File: src/rtl/launcher_pkg.sv
// Shared types and constants for the launcher power-stage ADC path.
package launcher_pkg;

    localparam int unsigned ADC_BITS    = 12;
    localparam int unsigned CONV_CYCLES = 14;

    typedef enum logic [1:0] {
        IDLE  = 2'd0,
        CONV  = 2'd1,
        QUIET = 2'd2
    } adc_state_t;

    typedef struct packed {
        logic [ADC_BITS-1:0] vcap;
        logic [ADC_BITS-1:0] icap;
        logic [ADC_BITS-1:0] vout;
        logic [ADC_BITS-1:0] iout;
    } adc_sample_t;

endpackage

File: src/rtl/ad7352_sequencer_if.sv
// ADC pin and sample-word bundle between the AD7352 sequencer and its neighbours.
interface ad7352_sequencer_if;
    import launcher_pkg::*;

    logic                enable;
    logic                ad_cs;
    logic [1:0]          ad_sdata_a;
    logic [1:0]          ad_sdata_b;
    logic [ADC_BITS-1:0] vcap;
    logic [ADC_BITS-1:0] icap;
    logic [ADC_BITS-1:0] vout;
    logic [ADC_BITS-1:0] iout;
    logic                sample_valid;
    logic                busy;

    modport master (
        input  enable, ad_sdata_a, ad_sdata_b,
        output ad_cs, vcap, icap, vout, iout, sample_valid, busy
    );

    modport slave (
        output enable, ad_sdata_a, ad_sdata_b,
        input  ad_cs, vcap, icap, vout, iout, sample_valid, busy
    );

endinterface

File: src/rtl/adc_lane_deser.sv
// One serial ADC lane: MSB-first shift register with a shift enable.
module adc_lane_deser
    import launcher_pkg::*;
(
    input  logic                clk,
    input  logic                reset,
    input  logic                shift_en,
    input  logic                din,
    output logic [ADC_BITS-1:0] q
);

    always_ff @(posedge clk or posedge reset) begin
        if (reset) begin
            q <= '0;
        end else if (shift_en) begin
            q <= {q[ADC_BITS-2:0], din};
        end
    end

endmodule

File: src/rtl/ad7352_sequencer.sv
// Free-running dual AD7352 conversion controller: drives ad_cs, deserializes
// four 12-bit lanes and publishes them together with a one-cycle valid strobe.
module ad7352_sequencer
    import launcher_pkg::*;
#(
    parameter int unsigned CONV_PERIOD  = 16,
    parameter int unsigned QUIET_CYCLES = 2
)(
    input  logic                clk,
    input  logic                reset,
    ad7352_sequencer_if.master  bus
);

    // Short periods are stretched so CONV plus at least one quiet cycle always fits.
    localparam int unsigned QUIET_MIN  = (QUIET_CYCLES < 1) ? 1 : QUIET_CYCLES;
    localparam int unsigned MIN_PERIOD = CONV_CYCLES + QUIET_MIN;
    localparam int unsigned EFF_PERIOD = (CONV_PERIOD > MIN_PERIOD) ? CONV_PERIOD : MIN_PERIOD;
    localparam int unsigned CNT_W      = $clog2(EFF_PERIOD);

    localparam logic [CNT_W-1:0] CONV_LAST   = CNT_W'(CONV_CYCLES - 1);
    localparam logic [CNT_W-1:0] PERIOD_LAST = CNT_W'(EFF_PERIOD - 1);
    localparam logic [CNT_W-1:0] SHIFT_FIRST = CNT_W'(1);
    localparam logic [CNT_W-1:0] SHIFT_LAST  = CNT_W'(ADC_BITS);

    adc_state_t          state;
    logic [CNT_W-1:0]    cnt;
    adc_sample_t         sample;
    logic                shift_en;
    logic [ADC_BITS-1:0] q_vcap;
    logic [ADC_BITS-1:0] q_icap;
    logic [ADC_BITS-1:0] q_vout;
    logic [ADC_BITS-1:0] q_iout;

    // Leading zero arrives at cnt 0; data bits 11..0 are on the lanes for cnt 1..12.
    assign shift_en = (state == CONV) && (cnt >= SHIFT_FIRST) && (cnt <= SHIFT_LAST);

    adc_lane_deser u_lane_vout (.clk(clk), .reset(reset), .shift_en(shift_en), .din(bus.ad_sdata_a[1]), .q(q_vout));
    adc_lane_deser u_lane_iout (.clk(clk), .reset(reset), .shift_en(shift_en), .din(bus.ad_sdata_a[0]), .q(q_iout));
    adc_lane_deser u_lane_vcap (.clk(clk), .reset(reset), .shift_en(shift_en), .din(bus.ad_sdata_b[1]), .q(q_vcap));
    adc_lane_deser u_lane_icap (.clk(clk), .reset(reset), .shift_en(shift_en), .din(bus.ad_sdata_b[0]), .q(q_icap));

    // cnt counts from the CONV entry edge through the whole period.
    always_ff @(posedge clk or posedge reset) begin
        if (reset) begin
            state            <= IDLE;
            cnt              <= '0;
            bus.ad_cs        <= 1'b1;
            sample           <= '0;
            bus.sample_valid <= 1'b0;
            bus.busy         <= 1'b0;
        end else begin
            bus.sample_valid <= 1'b0;
            case (state)
                IDLE: begin
                    if (bus.enable) begin
                        state     <= CONV;
                        cnt       <= '0;
                        bus.ad_cs <= 1'b0;
                        bus.busy  <= 1'b1;
                    end
                end
                CONV: begin
                    cnt <= cnt + CNT_W'(1);
                    if (cnt == CONV_LAST) begin
                        state            <= QUIET;
                        bus.ad_cs        <= 1'b1;
                        sample           <= '{vcap: q_vcap, icap: q_icap, vout: q_vout, iout: q_iout};
                        bus.sample_valid <= 1'b1;
                    end
                end
                QUIET: begin
                    if (cnt == PERIOD_LAST) begin
                        cnt <= '0;
                        if (bus.enable) begin
                            state     <= CONV;
                            bus.ad_cs <= 1'b0;
                        end else begin
                            state    <= IDLE;
                            bus.busy <= 1'b0;
                        end
                    end else begin
                        cnt <= cnt + CNT_W'(1);
                    end
                end
                default: begin
                    state     <= IDLE;
                    cnt       <= '0;
                    bus.ad_cs <= 1'b1;
                    bus.busy  <= 1'b0;
                end
            endcase
        end
    end

    assign bus.vcap = sample.vcap;
    assign bus.icap = sample.icap;
    assign bus.vout = sample.vout;
    assign bus.iout = sample.iout;

endmodule

File: src/flat_wrapper.sv
// flat-port wrapper written by rule: the top's interface ports become plain ports
module ad7352_sequencer_flat import launcher_pkg::*;
#(
    parameter int unsigned CONV_PERIOD  = 16,
    parameter int unsigned QUIET_CYCLES = 2
)
  (clk, reset, bus_enable, bus_ad_sdata_a, bus_ad_sdata_b, bus_ad_cs, bus_vcap, bus_icap, bus_vout, bus_iout, bus_sample_valid, bus_busy);
  ad7352_sequencer_if bus_i ();
  input  logic clk;
  input  logic reset;
  input wire logic [$bits(bus_i.enable)-1:0] bus_enable;
  input wire logic [$bits(bus_i.ad_sdata_a)-1:0] bus_ad_sdata_a;
  input wire logic [$bits(bus_i.ad_sdata_b)-1:0] bus_ad_sdata_b;
  output wire logic [$bits(bus_i.ad_cs)-1:0] bus_ad_cs;
  output wire logic [$bits(bus_i.vcap)-1:0] bus_vcap;
  output wire logic [$bits(bus_i.icap)-1:0] bus_icap;
  output wire logic [$bits(bus_i.vout)-1:0] bus_vout;
  output wire logic [$bits(bus_i.iout)-1:0] bus_iout;
  output wire logic [$bits(bus_i.sample_valid)-1:0] bus_sample_valid;
  output wire logic [$bits(bus_i.busy)-1:0] bus_busy;
  assign bus_i.enable = bus_enable;
  assign bus_i.ad_sdata_a = bus_ad_sdata_a;
  assign bus_i.ad_sdata_b = bus_ad_sdata_b;
  assign bus_ad_cs = bus_i.ad_cs;
  assign bus_vcap = bus_i.vcap;
  assign bus_icap = bus_i.icap;
  assign bus_vout = bus_i.vout;
  assign bus_iout = bus_i.iout;
  assign bus_sample_valid = bus_i.sample_valid;
  assign bus_busy = bus_i.busy;
  ad7352_sequencer #(.CONV_PERIOD(CONV_PERIOD), .QUIET_CYCLES(QUIET_CYCLES)) u_core (.clk(clk), .reset(reset), .bus(bus_i));
endmodule
File: config.mk
export PLATFORM = sky130hd
export DESIGN_NAME = ad7352_sequencer_flat
export DESIGN_NICKNAME = d
export VERILOG_FILES = /design/src/rtl/launcher_pkg.sv /design/src/rtl/ad7352_sequencer_if.sv /design/src/rtl/adc_lane_deser.sv /design/src/rtl/ad7352_sequencer.sv /design/src/flat_wrapper.sv
export SDC_FILE = /design/constraint.sdc
export NUM_CORES = 1
export LEC_CHECK = 0
export ABC_AREA = 1
export BUFFER_PORTS_ARGS = -buffer_cell sky130_fd_sc_hd__buf_2
export CAP_MARGIN = 20
export CORE_ASPECT_RATIO = 0.8
export CORE_MARGIN = 2
export CORE_UTILIZATION = 61
export DETAILED_ROUTE_END_ITERATION = 7
export PLACE_DENSITY = 0.82
export SYNTH_ARGS = -nofsm -noshare
export SYNTH_HDL_FRONTEND = slang
export SYNTH_HIERARCHICAL = 1
export SYNTH_SLANG_ARGS = --single-unit
File: constraint.sdc
create_clock -name clk -period 5.6 [get_ports clk]
set_input_delay 0.28 -clock clk [delete_from_list [all_inputs] [get_ports clk]]
set_output_delay 0.28 -clock clk [all_outputs]
set_load 0.01 [all_outputs]
# Word-level counts from Yosys, hierarchy flattened

Index checks and enable logic that the tools add are counted.

Register bits: 105
Latch bits: 0
RAM bits: 0
Bits in read-only memories: 0
Output and inout bits: 51
Memories kept: 0

Add/subtract/negate cells: 1
Multipliers: 0
Divide/modulo/power cells: 0
Order comparisons: 2
Equality and inequality tests: 8
Shifts and indexed selects: 0
Multiplexer cells: 18
Bitwise logic cells: 1
Reductions and logical operators: 7

Operator list:

| kind                | count |
|---|---|
| $pmux 4 s3          | 1 |
| $mux 1              | 9 |
| $eq 4x4->1 const B  | 2 |
| $mux 4              | 2 |
| $mux 2              | 3 |
| $ne 2x2->1 const B  | 3 |
| $pmux 1 s3          | 2 |
| $pmux 2 s3          | 1 |
| $add 4x1->4 const B | 1 |
| $ge 4x1->1 const B  | 1 |
| $le 4x4->1 const B  | 1 |
| $reduce_and 2->1    | 2 |
| $reduce_and 4->1    | 1 |
| $reduce_and 3->1    | 1 |
| $eq 2x1->1 const B  | 1 |
| $eq 2x2->1 const B  | 1 |
| $logic_and 1x1->1   | 2 |
| $logic_not 2->1     | 1 |
| $ne 2x1->1 const B  | 1 |
| $not 1->1           | 1 |

# Logic depth before layout (Yosys ltp)

Gate-level depths: netlist of the first run.

Depth after elaboration: 3
Gate-level depth with buffers: 9
Depth with buffers taken out: 8

# Modules after synthesis

Netlist of the first run, hierarchy kept.

By module, submodules not included:

| module           | times used | cells an instance | area an instance (um2) | sequential area each (um2) |
|---|---|---|---|---|
| ad7352_sequencer | 1          | 282               | 2,403.6                | 1,427.6 |
| adc_lane_deser   | 4          | 52                | 461.7                  | 300.3 |

# Worst setup path after synthesis of the first run

OpenSTA, ideal clock, no wires.

Path kind: reg2reg
Start point: register u_core.state[1]
End point: register u_core.u_lane_icap.q[3]
Library setup time: 0.117 ns
Arrival: 2.154 ns
Required time: 5.483 ns
Slack: 3.329 ns
Stages on the path, launching flop included: 9
Cell sequence: dfrtp_1 > inv_1 > ha_1 > inv_1 > nor3_1 > inv_2 > buf_6 > nand2_1 > nand2_1

Word-level cells in the longest chain between the ends: 3

RTL lines:

| item                            | RTL line               | RTL |
|---|---|---|
| start, declared                 | ad7352_sequencer.sv:25 | `adc_state_t state;` |
| start signal, assigned          | ad7352_sequencer.sv:45 | `state <= IDLE;` |
| start signal, assigned          | ad7352_sequencer.sv:56 | `state <= CONV;` |
| start signal, assigned          | ad7352_sequencer.sv:65 | `state <= QUIET;` |
| $eq 2x1->1                      | ad7352_sequencer.sv:35 | `assign shift_en = (state == CONV) && (cnt >= SHIFT_FIRST) && (cnt <= SHIFT_LAST);` |
| $logic_and 1x1->1 (2 in series) | ad7352_sequencer.sv:35 |  |
| via u_core.shift_en             | ad7352_sequencer.sv:28 | `logic shift_en;` |
| end signal, assigned            | adc_lane_deser.sv:16   | `q <= {q[ADC_BITS-2:0], din};` |
| end, declared                   | adc_lane_deser.sv:9    | `output logic [ADC_BITS-1:0] q` |

The timed path passes the listed nets, and every way through them passes these cells.
A chain may end at the register's enable or synchronous reset.

# Final worst setup path of the first run

Start point: register u_core.cnt[1]
End point: register u_core.sample (netlist bit u_core/bus.vout[2])

Word-level cells in the longest chain between the ends: 2

RTL lines:

| item                       | RTL line               | RTL |
|---|---|---|
| start, declared            | ad7352_sequencer.sv:26 | `logic [CNT_W-1:0] cnt;` |
| start signal, assigned     | ad7352_sequencer.sv:63 | `cnt <= cnt + CNT_W'(1);` |
| start signal, assigned     | ad7352_sequencer.sv:82 | `cnt <= cnt + CNT_W'(1);` |
| $eq 4x4->1                 | ad7352_sequencer.sv:64 | `if (cnt == CONV_LAST) begin` |
| $reduce_and 2->1 (no line) | --                     |  |
| end signal, assigned       | ad7352_sequencer.sv:67 | `sample <= '{vcap: q_vcap, icap: q_icap, vout: q_vout, iout: q_iout};` |
| end, declared              | ad7352_sequencer.sv:27 | `adc_sample_t sample;` |

No other way between the ends.

==> results by stage, run 1 <==
Outcome:
- The run finished with clean final reports.

Placement:
- Including well taps, the total number of placed cells is 619.
- OpenSTA, run right after detailed placement, puts the worst setup slack at 3.39 ns.
- The placer's final routability congestion estimate is 0.829.
- In this run the tool buffered the top-level ports with 57 buffer cells.
- The total half-perimeter wirelength after legalization and detailed placement is 5310 um.

Cells and area:
- The number of nets at the end of the flow is 559.
- The fraction of layout instances using a drive strength above 1 is 15.3%.
- From synthesis to final layout, the design area changed by 11.8%.
- The number of antenna diodes in the final layout is 0.
- The filler cells instantiated in the layout total 571.
- The final standard cell count with taps included and fillers excluded is 636.

Die:
- The die footprint is 7660 um2.
- The total I/O pin count is 58.
- The placement row count is 27.
- The die width is 97.3 um.
- The region available for standard cell placement spans 6820 um2.
- The initial core utilization is 62.3%.
- The vertical extent of the die is 78.7 um.

Worst setup path:
- On the critical path, the stage with the largest delay is an instance of sky130_fd_sc_hd__inv_2.
- The largest incremental delay on the critical path is 0.45 ns.
- The setup slack of the worst register-to-register path is 3.37 ns.
- The type of the worst setup path is flop to flop.
- For the worst setup path, the data required time is 5.84 ns.
- The worst setup path is captured at a flop.
- The launch point of the worst reg-to-reg path is u_core/cnt[1].
- The worst setup path is launched from a flop.
- The worst path arrival time is 2.47 ns.
- The critical path goes through inv_1, ha_1, nand3_1, nor2_4, buf_4, inv_2, nand2_1, nand2_1.
- The cell repeated most along the worst path is sky130_fd_sc_hd__nand2_1.
- The depth of the most critical reg-to-reg path is 8.
- The endpoint of the lowest-slack register-to-register path is u_core/bus.vout[2].
- In this run the worst path has a maximum fanout of 51.

Logic synthesis:
- Sequential cells were found to cover 61.8% of the synthesized design area.
- The number of warnings reported in the yosys synthesis log is 6.
- The number of distinct library cells after synthesis is 17.
- sky130_fd_sc_hd__dfrtp_1 takes more of the synthesized area than any other cell.
- The synthesized area per cell is 8.67 um2.
- The fraction of synthesized cell area taken by the top area cell type is 61.2%.
- The synthesized design contains 105 register bits.
- The total standard cell area after synthesis is 4250 um2.
- By area the synthesized netlist is led by sky130_fd_sc_hd__dfrtp_1 61%, sky130_fd_sc_hd__nand2_1 28%, sky130_fd_sc_hd__ha_1 2.4%.
- The cell count after synthesis is 490.
- The number of nets in the synthesized netlist is 505.

Power:
- The reported leakage power is 2.90 nW.
- VDD sags by at most 257 uV.
- Dividing total power by cell area gives a power density of 398 nW/um2.

Routing:
- The number of nets with antenna violations after routing is 0.
- The DRC violation count after routing is 0.
- The final route contains 3172 vias.
- After the first detailed-routing iteration, the DRC count stood at 196.
- The total routed wirelength is 7950 um.
- In the routed layout, each cell is associated on average with a via count of 4.99.
- For this run, the detailed router's first-pass iteration total came to 4.
- Dividing the detail-routed wire length by the instance count gives 12.5 um.

Clock network:
- For this design, the sink count on the clock tree is 105.
- The clock insertion delay at the later pin of the skew report is 0.36 ns.
- TritonCTS built the clock tree.
- Gates resized during post-CTS repair numbered 0.
- The buffer depth of the longest clock path is 2.
- The number of buffers added by the clock tree synthesis step is 9.
- The tree is rooted in a sky130_fd_sc_hd__clkbuf_8.
- The number of H-tree levels is 3.
- Clock-pin slew was measured on the worst setup and hold paths at 0.09 ns.

Min path:
- The min-delay analysis places its worst path in the category input port to flop.
- The worst hold path passes through 3 cells.
- The worst hold path terminates at u_core/u_lane_iout/q[0].
- The origin of the worst min-delay path is bus_ad_sdata_a[0].

GRT:
- The initial antenna violation count is 0.
- The total global routing overflow is 0.
- The pin count of the biggest net entering global routing is 53.
- The number of global-route vias before repair is 3023.
- The first global-routing pass estimated 13900 um of wire.
- The total global-route track usage is 22.8%.

STA:
- The post-route worst setup slack is 3.37 ns.
- Setup repair after global routing left no endpoint under its margin.
- For the final database, setup skew stands at 0.0123 ns.
- The hold violation count in the final report is 0.
- The summed negative setup slack over all endpoints is 0 ns.
- The time the worst path needs with I/O delays and setup is 2.23 ns.
- The upper clock frequency limit is 448 MHz.
- Setup violations remaining at the end of the flow were counted as 0.
- The final cycle utilization of the critical path is 39.9%.
- The transition time at the pin with the least slew margin is 0.780 ns.
- The number of max-slew violations in the final report is 0.
- The relative max-transition margin is 47.9%.

Job:
- The max-cap check violation count is 0.
-- metal layers --
layer | up-vias | routed length, um | global-route usage (%)
li1 | 1580 | - | -
met1 | 1500 | 3760 | 31.5
met2 | 85 | 3710 | 37.2
met3 | 7 | 398 | 5.43
met4 | 0 | 74 | 5.83
met5 | - | 0 | 0
-- worst max-delay path by stage --
stage / slack (ns) / from / to / cells after the start
floorplan: 3.33 / u_core/state[1] / u_core/u_lane_icap/q[3] / 8
global placement: 3.47 / u_core/cnt[1] / u_core/bus.vout[9] / 8
detailed placement: 3.39 / u_core/cnt[1] / u_core/bus.vout[2] / 8
CTS: 3.36 / u_core/cnt[1] / u_core/bus.vout[2] / 8
global route: 3.10 / u_core/cnt[1] / u_core/bus.iout[0] / 8
finish: 3.37 / u_core/cnt[1] / u_core/bus.vout[2] / 8
-- registers in the layout, indices dropped and copies added, names as in the netlist --
signal	count
u_core/u_lane_vout/q	12
u_core/bus.sample_valid	1
u_core/bus.vcap	12
u_core/u_lane_vcap/q	12
u_core/cnt	4
u_core/bus.icap	12
u_core/state	2
u_core/bus.vout	12
u_core/bus.ad_cs	1
u_core/bus.busy	1
u_core/u_lane_icap/q	12
u_core/bus.iout	12
u_core/u_lane_iout/q	12
-- worst max-delay path, delay by kind of cell (launching register included) --
| family | cells | cell delay (ns) |
|---|---|---|
| and+or+nand+nor | 4 | 0.48 |
| DFF | 1 | 0.43 |
| buffers and inverters | 3 | 1.01 |
| adders and majority gates | 1 | 0.17 |
-- what timing repair did --
item / CTS / global route
setup buffers: 0 / 0
setup endpoints to repair: 0 / 0
hold buffers: 1 / 0
hold endpoints to repair: 68 / 0
-- kinds of logic after synthesis --
| logic type | synth area share [%] |
|---|---|
| simple gates | 30.1 |
| compound gates | 0.471 |
| buf+inv | 5.18 |
| fa+ha+maj | 2.36 |
| flops | 61.8 |
-- synthesized netlist by cell type --
cell type                  instances
sky130_fd_sc_hd__clkbuf_1          2
sky130_fd_sc_hd__buf_2             5
sky130_fd_sc_hd__inv_1            16
sky130_fd_sc_hd__nand4_1           3
sky130_fd_sc_hd__dfstp_2           1
sky130_fd_sc_hd__ha_1              8
sky130_fd_sc_hd__inv_2             5
sky130_fd_sc_hd__nand2_1         314
sky130_fd_sc_hd__nor2_1            2
sky130_fd_sc_hd__o21ai_0           1
sky130_fd_sc_hd__nand3_1          11
sky130_fd_sc_hd__buf_6             7
sky130_fd_sc_hd__buf_4             4
sky130_fd_sc_hd__nor2_2            1
sky130_fd_sc_hd__a21oi_1           3
sky130_fd_sc_hd__dfrtp_1         104
sky130_fd_sc_hd__nor3_1            3
-- area by class of cell --
cell class / instances / area (um2) / area share (%)
repair buffers: 61 / 318 / 6.69
clock inverters: 4 / 51.3 / 1.08
flip-flops and latches: 105 / 2630 / 55.3
clock buffers: 12 / 155 / 3.26
well taps: 87 / 109 / 2.29
multi-input cells: 346 / 1410 / 29.7
inverters: 21 / 78.8 / 1.66
-- per-stage QoR --
step / power (mW) / hold WS, ns / utilization (%) / instance area [um2]
2_1_floorplan: 1.36 / 0.145 / - / 4250
3_3_place_gp: 1.40 / 0.354 / 66.5 / 4540
3_5_place_dp: 1.43 / 0.364 / 66.5 / 4540
4_1_cts: 1.90 / 0.102 / 69.6 / 4750
5_1_grt: 2.02 / 0.122 / 69.6 / 4750
6_report: 1.89 / 0.120 / 69.6 / 4750
-- power breakdown --
group          internal (mW)  switching (mW)  leakage (nW)  total, mW
clock                  0.231           0.239         0.103      0.470
sequential             0.903           0.111          1.43       1.01
combinational          0.123           0.282          1.36      0.405
total                   1.26           0.632          2.90       1.89
-- layout by cell type (no fill, tap or decap) --
cell type                       instances
sky130_fd_sc_hd__dfrtp_1              104
sky130_fd_sc_hd__nand3_1               11
sky130_fd_sc_hd__clkinv_4               1
sky130_fd_sc_hd__inv_1                 15
sky130_fd_sc_hd__nor2_1                 2
sky130_fd_sc_hd__dlygate4sd3_1          1
sky130_fd_sc_hd__nor3_1                 2
sky130_fd_sc_hd__nor2_4                 1
sky130_fd_sc_hd__nand4_1                3
sky130_fd_sc_hd__clkinv_2               1
sky130_fd_sc_hd__inv_2                  6
sky130_fd_sc_hd__a21oi_1                3
sky130_fd_sc_hd__clkbuf_1               1
sky130_fd_sc_hd__buf_2                 57
sky130_fd_sc_hd__clkinvlp_4             1
sky130_fd_sc_hd__nor3_2                 1
sky130_fd_sc_hd__ha_1                   8
sky130_fd_sc_hd__nand2_1              314
sky130_fd_sc_hd__o21ai_0                1
sky130_fd_sc_hd__bufinv_16              1
sky130_fd_sc_hd__buf_4                  3
sky130_fd_sc_hd__dfstp_2                1
sky130_fd_sc_hd__clkbuf_8              11
(Power assumes the default switching activity.)
==> run 2: changes to the inputs <==
--- a/config.mk
+++ b/config.mk
@@ -5,14 +5,14 @@
 export SDC_FILE = /design/constraint.sdc
 export NUM_CORES = 1
 export LEC_CHECK = 0
-export ABC_AREA = 1
+export ABC_AREA = 0
 export BUFFER_PORTS_ARGS = -buffer_cell sky130_fd_sc_hd__buf_2
 export CAP_MARGIN = 20
 export CORE_ASPECT_RATIO = 0.8
 export CORE_MARGIN = 2
-export CORE_UTILIZATION = 61
+export CORE_UTILIZATION = 51
 export DETAILED_ROUTE_END_ITERATION = 7
-export PLACE_DENSITY = 0.82
+export PLACE_DENSITY = 0.73
 export SYNTH_ARGS = -nofsm -noshare
 export SYNTH_HDL_FRONTEND = slang
 export SYNTH_HIERARCHICAL = 1
==> constraint.sdc (replaced) <==
create_clock -name clk -period 1.8 [get_ports clk]
set_input_delay 0.09 -clock clk [delete_from_list [all_inputs] [get_ports clk]]
set_output_delay 0.09 -clock clk [all_outputs]
set_load 0.01 [all_outputs]
==> run 2 against run 1 <==
The flow now finishes with violations (negative setup slack). Routed wire length shrank 2.0%. Die area grew 22%. Flip-flop and latch count is the same. Clock-buffer cell count shrank 1. Sequential share of layout area shrank 5.9 points. Power grew to 3.9 times the previous value. Non-clock buffer count grew 22. Synthesized cell count shrank 44%. Synthesized area grew 2.6%. Combinational power grew to 6.6 times the previous value. Utilization shrank 6.4 points. Critical endpoint is now u_core/u_lane_icap/q[10].
==> results by stage, run 2 <==
Routing:
- The number of nets with antenna violations after routing was 0 (unchanged).
- The DRC violation count after routing is 0 (unchanged).
- The per-cell via count in the routed design was 5.08 (+1.9%).
- The mean routed wirelength per cell is 16.5 um (+32%).
- The number of design-rule violations left by the first detailed-router iteration is 36 (-82%).
- The number of search-and-repair iterations in the first detailed-routing pass came to 4 (unchanged).
- The total routed wirelength is 7790 um (-2.0%).
- The total number of vias is 2394 (-25%).

Logic synthesis:
- The sequential share of the synthesized area is 60.3% (-1.6 points).
- The total standard cell area after synthesis is 4360 um2 (+2.6%).
- The fraction of synthesized cell area taken by the top area cell type is 59.7% (-1.6 points).
- The synthesized flop and latch total is 105 (unchanged).
- The synthesized area per cell came to 15.9 um2 (+84%).
- The proportion of register bits with asynchronous set or reset after synthesis is 100% (unchanged).
- The biggest area contributor in the post-synthesis netlist is sky130_fd_sc_hd__dfrtp_1.
- Yosys instantiated no cell more often than sky130_fd_sc_hd__dfrtp_1.
- The number of warnings reported in the yosys synthesis log came to 6 (unchanged).
- The number of distinct library cells after synthesis is 34 (+17).
- By area the synthesized netlist is led by sky130_fd_sc_hd__dfrtp_1 60%, sky130_fd_sc_hd__mux2_4 14%, sky130_fd_sc_hd__mux2_1 13%.
- The commonest cells after synthesis are 104 x sky130_fd_sc_hd__dfrtp_1, 49 x sky130_fd_sc_hd__mux2_1, 40 x sky130_fd_sc_hd__mux2_4, 13 x sky130_fd_sc_hd__inv_1.
- The most frequently used flop master after synthesis is sky130_fd_sc_hd__dfrtp_1.
- The cell count after synthesis came to 274 (-44%).
- The count of flip-flops with a built-in enable after synthesis is 0 (unchanged).
- The net count of the mapped netlist was 289 (-43%).

Die:
- The standard cell core area is 8410 um2 (+23%).
- The total I/O pin count is 58 (unchanged).
- The vertical extent of the die was 86.7 um (+10%).
- The die width came to 107 um (+10%).
- The initial core utilization is 51.9% (-10 points).
- The die footprint is 9320 um2 (+22%).
- The placement row count came to 30 (+11%).

GRT:
- The total global-route track usage is 18.2% (-4.6 points).
- The pin count of the biggest net entering global routing is 35 (-34%).
- The number of global-route vias before repair is 2498 (-17%).
- The global-route wire length before repair is 12800 um (-8.0%).
- The initial antenna violation count is 0 (unchanged).
- The total global routing overflow is 0 (unchanged).

Clock network:
- The buffer depth of the longest clock path is 2 (unchanged).
- The cell at the root of the clock tree is sky130_fd_sc_hd__clkbuf_8.
- The clock transition at the registers of the reported paths is 0.09 ns (about the same).
- The number of H-tree levels was 3 (unchanged).
- The clock insertion delay at the later pin of the skew report came to 0.37 ns (about the same).
- The number of clock sinks seen by CTS was 105 (unchanged).
- TritonCTS built the clock tree.
- The number of buffers added by the clock tree synthesis step is 9 (unchanged).

STA:
- The upper clock frequency limit is 549 MHz (+23%).
- The time the worst path needs with I/O delays and setup came to 1.82 ns (-0.413 ns).
- The number of failing setup endpoints in the final timing report is 30 (+30).
- The summed negative setup slack over all endpoints came to -0.337 ns (-0.337 ns).
- The hold violation count in the final report is 0 (unchanged).
- The post-route worst setup slack came to -0.0203 ns (-3.39 ns).
- The final cycle utilization of the critical path is 101% (+61 points).
- The number of max-slew violations in the final report is 0 (unchanged).
- The relative max-transition margin is 67.1% (+19 points).
- Setup repair after global routing could not meet its margin everywhere.
- The transition time at the pin with the least slew margin is 0.492 ns (-0.288 ns).
- The setup clock skew after layout was 0.00908 ns (-0.00318 ns).

Worst setup path:
- The endpoint of the lowest-slack register-to-register path is u_core/u_lane_icap/q[10].
- The depth of the most critical reg-to-reg path is 7 (-1).
- The largest incremental delay on the critical path is 0.40 ns (-0.05 ns).
- The setup slack of the worst register-to-register path was -0.02 ns (-3.39 ns).
- The maximum fanout count along the critical path came to 12 (-76%).
- The data required time at the worst endpoint is 2.06 ns (-3.78 ns).
- The type of origin of the critical path is a flop.
- Traced cell by cell, the critical path runs through inv_2, ha_4, nor4b_4, a311oi_4, buf_6, buf_16, mux2_4.
- STA classifies the critical path endpoint as a flop.
- The worst path arrival time is 2.08 ns (-0.39 ns).
- The type of the worst setup path is flop to flop.
- The cell with the largest stage delay on the worst path is sky130_fd_sc_hd__dfrtp_1.
- The launch point of the worst reg-to-reg path is u_core/cnt[0].

Placement:
- The setup slack at placement is -0.0897 ns (-3.48 ns).
- The placer's final routability congestion estimate came to 0.776 (-6.3%).
- The cell area reported after detailed placement is 4880 um2 (+7.6%).
- The total half-perimeter wirelength after legalization and detailed placement is 5070 um (-4.5%).
- The port buffer count is 57 (unchanged).

Job:
- The max-cap check violation count came to 0 (unchanged).

Power:
- The power per unit of standard cell area was 1400 nW/um2 (+250%).
- The reported leakage power is 2.85 nW (-1.7%).
- The maximum resistive drop on vdd is 586 uV (+130%).
- The total power after layout is 7.44 mW (+290%).

Min path:
- In this run the most critical hold path is launched from bus_enable.
- The tightest min-delay check is of the input port to flop type.
- The hold-critical path depth is 4 (+1).
- For hold timing, the worst endpoint is u_core/cnt[2].

Cells and area:
- The antenna diode count is 0 (unchanged).
- The post-route cell area is 5320 um2 (+12%).
- From synthesis to final layout, the design area changed by 21.9%.
- The fill cell instance count of the final layout is 660 (+16%).
- The fraction of layout instances using a drive strength above 1 is 43.7% (+28 points).
- The library cell used most frequently in the layout, excluding fill and tap cells, is sky130_fd_sc_hd__dfrtp_1.
- The library cells used most frequently in the layout, excluding fill and tap cells, are 104 x sky130_fd_sc_hd__dfrtp_1, 57 x sky130_fd_sc_hd__buf_2, 49 x sky130_fd_sc_hd__mux2_1.
- The number of nets at the end of the flow is 370 (-34%).

Outcome:
- The checks that failed: negative setup slack.
- The flow ran to the end, but the final reports show violations.
## run 2: cell types whose count changed after synthesis, moves of 4 or more
| cell | before | now |
|---|---|---|
| sky130_fd_sc_hd__nand2_1 | 314 | 6 |
| sky130_fd_sc_hd__mux2_1 | 0 | 49 |
| sky130_fd_sc_hd__mux2_4 | 0 | 40 |
| sky130_fd_sc_hd__nand3_1 | 11 | 2 |
| sky130_fd_sc_hd__mux2_2 | 0 | 8 |
| sky130_fd_sc_hd__o21ai_1 | 0 | 5 |
| sky130_fd_sc_hd__inv_2 | 5 | 1 |
## run 2: final cells by class
type / count / area, um2 / share of cell area (%)
sequential: 105 / 2630 / 49.4
multi-input combinational: 142 / 1680 / 31.6
timing repair buffer: 83 / 622 / 11.7
clock buffer: 11 / 141 / 2.66
tap: 112 / 140 / 2.63
inverter: 14 / 55.1 / 1.03
clock inverter: 4 / 51.3 / 0.964
## run 2: timing repair
action / in CTS / in global routing
cloned: 2 / 2
endpoints found under the setup margin: 48 / 49
pin swaps: 1 / 2
setup buffers: 3 / 1
hold buffers: 5 / 0
resized for setup: 9 / 4
endpoints found under the hold margin: 71 / 0
## run 2: per-layer routing
layer | up-vias | part of all wire [%] | GRT usage (%)
li1 | 1119 | - | -
met2 | 40 | 46 | 28.1
met1 | 1223 | 49 | 25.1
met4 | 0 | 1.4 | 6.29
met3 | 12 | 3.8 | 4.81
met5 | - | 0 | 0
## run 2: worst max-delay path: cells and delay by family, from the launching register on
family	cells	cell delay, ns
adders and majority gates	1	0.16
and+or+nand+nor	1	0.13
DFF	1	0.40
buffers and inverters	3	0.46
AOI/OAI and AO/OA	1	0.25
muxes	1	0.31
## run 2: kinds of logic (layout without fill, tap and decap cells)
kind of cell / after synthesis / after routing / share of synthesized area, %
adders and majority gates: 8 / 8 / 2.29
buffers and inverters: 27 / 112 / 3.38
muxes: 97 / 97 / 28.5
AOI/OAI and AO/OA: 19 / 19 / 3.07
DFF: 105 / 105 / 60.3
and+or+nand+nor: 18 / 18 / 2.52
## run 2: stage by stage
| step | std cells | hold slack [ns] | util, % |
|---|---|---|---|
| 2_1_floorplan | 274 | -0.0453 | - |
| 3_3_place_gp | 443 | 0.158 | 58.1 |
| 3_5_place_dp | 443 | 0.163 | 58.1 |
| 4_1_cts | 468 | 0.0898 | 62.3 |
| 5_1_grt | 471 | 0.144 | 63.3 |
| 6_report | 471 | 0.109 | 63.3 |
## run 2: worst max-delay path by stage
stage / from / depth (start not counted) / slack, ns / to
final: u_core/cnt[0] / 7 / -0.02 / u_core/u_lane_icap/q[10]
after global routing: u_core/cnt[0] / 7 / -0.06 / u_core/u_lane_vout/q[9]
after CTS: u_core/cnt[0] / 7 / -0.005 / u_core/u_lane_vcap/q[10]
after detailed placement: u_core/cnt[1] / 6 / -0.09 / u_core/u_lane_icap/q[2]
after global placement: u_core/cnt[1] / 6 / -0.02 / u_core/u_lane_icap/q[2]
after floorplan: u_core/state[1] / 7 / -0.18 / u_core/u_lane_icap/q[0]
## run 2: where the power goes
group | internal (mW) | total (mW) | switching (mW) | leakage [nW]
Sequential | 2.90 | 3.34 | 0.444 | 1.40
Combinational | 1.71 | 2.66 | 0.952 | 1.35
Clock | 0.677 | 1.44 | 0.759 | 0.0958
